$ cat src/rtl/ro_pair_counter.sv
// Ring-oscillator pair edge counter: synchronises two async oscillator outputs,
// counts their rising edges over a fixed clk window and holds the totals with a valid flag.
module ro_pair_counter #(
  parameter int unsigned WINDOW  = 1000,
  parameter int unsigned COUNT_W = 32
) (
  input  logic               clk,
  input  logic               rst,
  input  logic               start,
  input  logic               ro_a,
  input  logic               ro_b,
  output logic               ro_en,
  output logic               busy,
  output logic               done,
  output logic               valid,
  output logic [COUNT_W-1:0] count1,
  output logic [COUNT_W-1:0] count2
);

  localparam int unsigned WIN_W = $clog2(WINDOW + 1);
  localparam logic [WIN_W-1:0] WIN_LAST = WIN_W'(WINDOW - 1);

  typedef enum logic [1:0] {IDLE, ARM, COUNT, DONE} state_t;

  state_t             state, state_nx;
  logic [2:0]         sync_a, sync_b;   // [0]=s1, [1]=s2, [2]=s3 history
  logic [1:0]         arm_cnt;
  logic [WIN_W-1:0]   win_cnt;
  logic               rise_a, rise_b;
  logic               active_nx;

  assign rise_a    = sync_a[1] & ~sync_a[2];
  assign rise_b    = sync_b[1] & ~sync_b[2];
  assign active_nx = (state_nx == ARM) || (state_nx == COUNT);

  always_comb begin
    state_nx = state;
    case (state)
      IDLE:    if (start) state_nx = ARM;
      ARM:     if (arm_cnt == 2'd2) state_nx = COUNT;
      COUNT:   if (win_cnt == WIN_LAST) state_nx = DONE;
      DONE:    if (start) state_nx = ARM;
      default: state_nx = IDLE;
    endcase
  end

  always_ff @(posedge clk) begin
    if (rst) begin
      state   <= IDLE;
      sync_a  <= '0;
      sync_b  <= '0;
      arm_cnt <= '0;
      win_cnt <= '0;
      ro_en   <= 1'b0;
      busy    <= 1'b0;
      done    <= 1'b0;
      valid   <= 1'b0;
      count1  <= '0;
      count2  <= '0;
    end else begin
      state   <= state_nx;
      sync_a  <= {sync_a[1:0], ro_a};
      sync_b  <= {sync_b[1:0], ro_b};
      arm_cnt <= (state == ARM)   ? arm_cnt + 2'd1      : '0;
      win_cnt <= (state == COUNT) ? win_cnt + WIN_W'(1) : '0;
      // Outputs are registered from the next state so they line up with the state register.
      ro_en   <= active_nx;
      busy    <= active_nx;
      done    <= (state_nx == DONE) && (state != DONE);
      valid   <= (state_nx == DONE);
      if ((state_nx == ARM) && (state != ARM)) begin
        count1 <= '0;
        count2 <= '0;
      end else if (state == COUNT) begin
        if (rise_a && (count1 != '1)) count1 <= count1 + COUNT_W'(1);
        if (rise_b && (count2 != '1)) count2 <= count2 + COUNT_W'(1);
      end
    end
  end

endmodule

$ cat config.mk
export PLATFORM = sky130hd
export DESIGN_NAME = ro_pair_counter
export DESIGN_NICKNAME = d
export VERILOG_FILES = /design/src/rtl/ro_pair_counter.sv
export SDC_FILE = /design/constraint.sdc
export NUM_CORES = 1
export LEC_CHECK = 0
export CORE_MARGIN = 4
export CORE_UTILIZATION = 35
export CTS_CLUSTER_SIZE = 14
export DETAILED_ROUTE_END_ITERATION = 8
export PLACE_DENSITY = 0.57
export SLEW_MARGIN = 20
export SYNTH_ARGS = -nofsm -noshare
export SYNTH_HDL_FRONTEND = slang
export SYNTH_SLANG_ARGS = --single-unit
$ cat constraint.sdc
create_clock -name clk -period 2.25 [get_ports clk]
set_input_delay 0.45 -clock clk [delete_from_list [all_inputs] [get_ports clk]]
set_output_delay 0.45 -clock clk [all_outputs]
set_load 0.01 [all_outputs]
; ---- Word level (Yosys, flattened, before mapping)
; Index checks and enable logic that the tools add are counted.
[word_totals]
output_inout_bits = 68
elab_cells = 48
register_bits = 87
inputBits = 5
[op_classes]
n_bitwise = 6
eq_ne = 12
add_sub_neg = 4
mux = 4
reduce_logical = 12
[op_table]
columns = op, n
row1 = "adder 32 x 1 -> 32 bit, second input constant", 2
row2 = "!= test 32 bit, second input constant", 2
row3 = "adder 10 x 1 -> 10 bit, second input constant", 1
row4 = "== test 10 bit, second input constant", 1
row5 = "== test 2 bit, second input constant", 5
row6 = OR reduction 2 bit, 4
row7 = two-way mux 2 bit, 3
row8 = case mux 2 bit (3 select lines), 1
row9 = "== test 2 x 1 -> 1 bit, second input constant", 2
row10 = logical AND 1 bit, 4
row11 = inverter 1 bit, 4
row12 = AND reduction 2 bit, 2
row13 = "adder 2 x 1 -> 2 bit, second input constant", 1
row14 = bitwise AND 1 bit, 2
row15 = logical NOT 2 bit, 1
row16 = "!= test 2 x 1 -> 1 bit, second input constant", 1
row17 = "!= test 2 bit, second input constant", 1
row18 = logical OR 1 bit, 1

; ---- Logic depth before layout (Yosys ltp)
[depth]
depth_word = 6
depth_mapped = 11
depth_no_buf = 10

; ---- Worst setup path before layout
; Ideal clock, no wire load.
[synth_path]
path_type = register to register
startpoint = reg win_cnt[0]
endpoint = reg count2[0]
setup_time_ps = 128
arrival_time_ps = 2192
path_slack_ps = -70
t_required_ps = 2122
path_buffers = 2
path_stages_with_launch = 11
cell_sequence = dfxtp_1 -> ha_1 -> nand4b_1 -> or3_1 -> a21oi_1 -> o221a_2 -> ha_1 -> a21o_1 -> clkbuf_1 -> clkbuf_1 -> nor2_1
[synth_between]
elab_chain_cells = 6
[synth_rtl]
columns = item, line
row1 = from (decl), 28  ; logic [WIN_W-1:0] win_cnt;
row2 = from (signal assigned), 65  ; win_cnt <= (state == COUNT) ? win_cnt + WIN_W'(1) : '0;
row3 = == test 10 bit, 41  ; COUNT: if (win_cnt == WIN_LAST) state_nx = DONE;
row4 = two-way mux 2 bit, 41
row5 = case mux 2 bit (3 select lines), 38  ; case (state)
row6 = via state_nx[0], 25  ; state_t state, state_nx;
row7 = == test 2 x 1 -> 1 bit, 71  ; if ((state_nx == ARM) && (state != ARM)) begin
row8 = logical AND 1 bit, 71
row9 = OR reduction 2 bit (no line), n/a
row10 = to (signal assigned), 76  ; if (rise_b && (count2 != '1)) count2 <= count2 + COUNT_W'(1);
row11 = to (decl), 17  ; output logic [COUNT_W-1:0] count2
; The timed path passes the listed nets, and every way through them passes these cells.
; A chain may end at the register's enable or synchronous reset.

; ---- Worst setup path after layout
[layout_path]
startpoint = reg win_cnt[0]
endpoint = reg count1[5]
[layout_between]
elab_chain_cells = 6
[layout_rtl]
columns = item, line
row1 = == test 10 bit, 41
row2 = two-way mux 2 bit, 41
row3 = case mux 2 bit (3 select lines), 38
row4 = via state_nx[0], 25
row5 = == test 2 x 1 -> 1 bit, 71
row6 = logical AND 1 bit, 71
row7 = OR reduction 2 bit (no line), n/a
row8 = to (signal assigned), 75  ; if (rise_a && (count1 != '1)) count1 <= count1 + COUNT_W'(1);
row9 = to (decl), 16  ; output logic [COUNT_W-1:0] count1,
; The timed path passes the listed nets, and every way through them passes these cells.

==> results.tsv <==
stage	metric	value	unit
status	status	complete, no violations	
logic_synthesis	ys_seq_elements	87	
sta	fmax	462.4	MHz
pwr	p_total	4.379	mW
die	dieArea	0.01410	mm²
pwr	power.share.clock	0.322	
placement	dpl.hpwl	8082	µm
grt	grt_max_degree	37	
logic_synthesis	synth_top_area_frac	0.4057	
sta	setup_viol	0	
finish	layout_commonest_cell	dfxtp_1	
critical_path	cp.arrival	2.40	ns
detailed_routing	vias_per_cell	5.493	
logic_synthesis	synth_area	0.004293	mm²
clock_network	clockBufferDepth	2	
pwr	comb_power_share	0.310	
sta	slew_headroom	0.6356	
clock_network	cts_buffers	9	
finish	num_antenna_cells	0	
grt	grt_pass1_vias	3997	
critical_path	r2r_cells	10	
critical_path	critPathMaxFanout	8	
die	initial_core_util	0.3574	
logic_synthesis	yosysWarnings	0	
clock_network	cts_tree	done	
logic_synthesis	synth_top_area_cell	dfxtp_1	
placement	routabilityCongestion	0.7943	
finish	final_cells	769	
pwr	seqPwrFrac	0.368	
grt	grt_pass1_wl	19380	µm
pwr	power_leakage	2.082	nW
detailed_routing	ant_nets	0	
critical_path	slowest_delay	0.34	ns
finish	most-common-layout-cells	dfxtp_1 (85), clkdlybuf4s50_1 (72), buf_4 (53)	
detailed_routing	wirelength	11750	µm
logic_synthesis	postSynthCellCount	501	
grt	antenna_found_initial	0	
critical_path	critPathSlowestCell	dfxtp_1	
die	die_width	118.8	µm
logic_synthesis	avgSynthCellArea	8.569	µm²
pwr	power.switching	1.297	mW
clock_network	htree_levels	3	
logic_synthesis	synth_edf_count	0	
die	die_y	118.8	µm
logic_synthesis	yosysUniqueCellTypes	51	
critical_path	critPathLaunchType	flop	
clock_network	clock_latency	0.35	ns
detailed_routing	vias	4224	
placement	dp.cells	742	
sta	tightest_slew	0.5328	ns
grt	grt_overflow_total	0	
critical_path	crit_chain	ha_2, nand4b_1, or3_1, a21oi_1, o221a_2, ha_4, a21o_4, buf_12, nor2_1, a31o_2	
detailed_routing	firstDrtPassIters	5	
logic_synthesis	syn_nets	515	
run	drv_cap	0	
critical_path	worst-endpoint-required	2.49	ns
sta	skew	0.007727	ns
finish	syn_to_final_growth	37.25	%
pwr	p_int	3.082	mW
sta	period_minus_slack	2.163	ns
die	core-area	0.01201	mm²
logic_synthesis	synth_area_leaders	dfxtp_1 (41%), nand3_1 (4.7%), a21oi_1 (4.5%)	
pwr	netSwitchingFraction	0.2962	
logic_synthesis	synthArstFlopShare	0	
pwr	powerDensity	743.2	mW/mm²
clock_network	cts_sinks	87	
min_path	holdPathStages	1	
clock_network	clk_pin_slew_worst_paths	0.06	ns
sta	hold_viol_final	0	
die	rows	40	
finish	layout-drive-gt1-share	0.1559	
die	io-pin-count	73	
min_path	min_path_type	reg -> reg	
clock_network	cts_root_buf	clkbuf_16	
finish	nNetsFinal	631	
critical_path	crit_type	reg -> reg	
detailed_routing	wl_per_cell	15.28	µm
detailed_routing	route.detailed.drc	0	
sta	finalCritPeriodShare	0.9612	
sta	final_max_slew_viol_count	0	
logic_synthesis	ys_seq_area_frac	0.4057	
grt	grt_usage	0.1670	
critical_path	end_kind	flop	
logic_synthesis	synth_ff_type	dfxtp_1	
pwr	vdd_drop_max	286.4	µV
placement	io_buffers	72	
detailed_routing	first_iter_violations	282	
[path summary, 6_finish.rpt]
path	from	to	slack [ns]
worst min register to register	arm_cnt[0]	arm_cnt[0]	0.41
worst max-delay path	win_cnt[0]	count1[5]	0.09
worst min-delay path	arm_cnt[0]	arm_cnt[0]	0.41
worst max register to register	win_cnt[0]	count1[5]	0.09
[cell type report]
cell class | count | area [µm²]
fill | 1155 | 6120
tap | 147 | 183.9
sequential | 87 | 1744
inverter | 13 | 48.80
clock buffer | 12 | 256.5
multi-input combinational | 376 | 2411
clock inverter | 4 | 20.02
timing repair buffer | 130 | 1227
[metal layers]
metal,vias up,part of all wire,GRT usage,wire [µm]
li1,2096,-,-,-
met1,2019,0.49,0.2206,5715
met2,98,0.45,0.2664,5324
met3,11,0.045,0.03541,524
met4,0,0.016,0.06517,186
met5,-,0,0,0
[registers in the layout, indices dropped and copies added (netlist names), 2 cells and up]
register	cells
arm_cnt	2
count1	32
count2	32
state	2
sync_a	3
sync_b	3
win_cnt	10
[power groups by stage]
stage	sequential, mW	clock, mW	combinational, mW
4_1_cts	1.61	1.45	1.05
2_1_floorplan	1.64	0	0.499
6_report	1.61	1.41	1.36
3_5_place_dp	1.64	0	0.849
3_3_place_gp	1.64	0	0.834
5_1_grt	1.62	1.49	1.47
[critical path: cells and delay by family, from the launching register on]
| family | cells | cell delay [ns] |
|---|---|---|
| buf+inv | 1 | 0.13 |
| simple gates | 3 | 0.44 |
| compound gates | 4 | 0.82 |
| flops | 1 | 0.34 |
| fa+ha+maj | 2 | 0.34 |
[repair_timing]
item                                    in CTS  in global routing
pin swaps                                    1                  2
resized for setup                            8                 11
buffers inserted                             0                  8
hold buffers                                 0                  0
hold endpoints to repair                     0                  0
cloned                                       1                  2
endpoints found under the setup margin      12                 14
[kinds of logic after synthesis]
kind of cell / after synthesis / share of synthesized area
and+or+nand+nor: 234 / 0.3063
AOI/OAI and AO/OA: 106 / 0.1612
DFF: 87 / 0.4057
buffers and inverters: 38 / 0.04488
xor gates and xnor gates: 25 / 0.05101
adders and majority gates: 9 / 0.02623
muxes: 2 / 0.004664
[stage by stage]
step           hold WS, ns  setup slack, ns  cell area, µm²  TNS, ns    util
2_1_floorplan       0.3921         -0.06978            4293   -2.612       -
3_3_place_gp        0.4005          -0.2647            5408   -6.482  0.4502
3_5_place_dp        0.4047          -0.3039            5408   -8.691  0.4502
4_1_cts             0.4132         0.004523            5749        0  0.4786
5_1_grt             0.4416         -0.02309            5892  -0.1094  0.4905
6_report            0.4094          0.08723            5892        0  0.4905
[cell usage after synthesis, drive strengths merged (15+ instances only)]
cell   number
nand2      32
and3       15
nand4      18
a21oi      39
o21ai      20
nand3      40
or4        17
nor2       42
dfxtp      87
or3        20
xnor2      18
(Power assumes the default switching activity.)
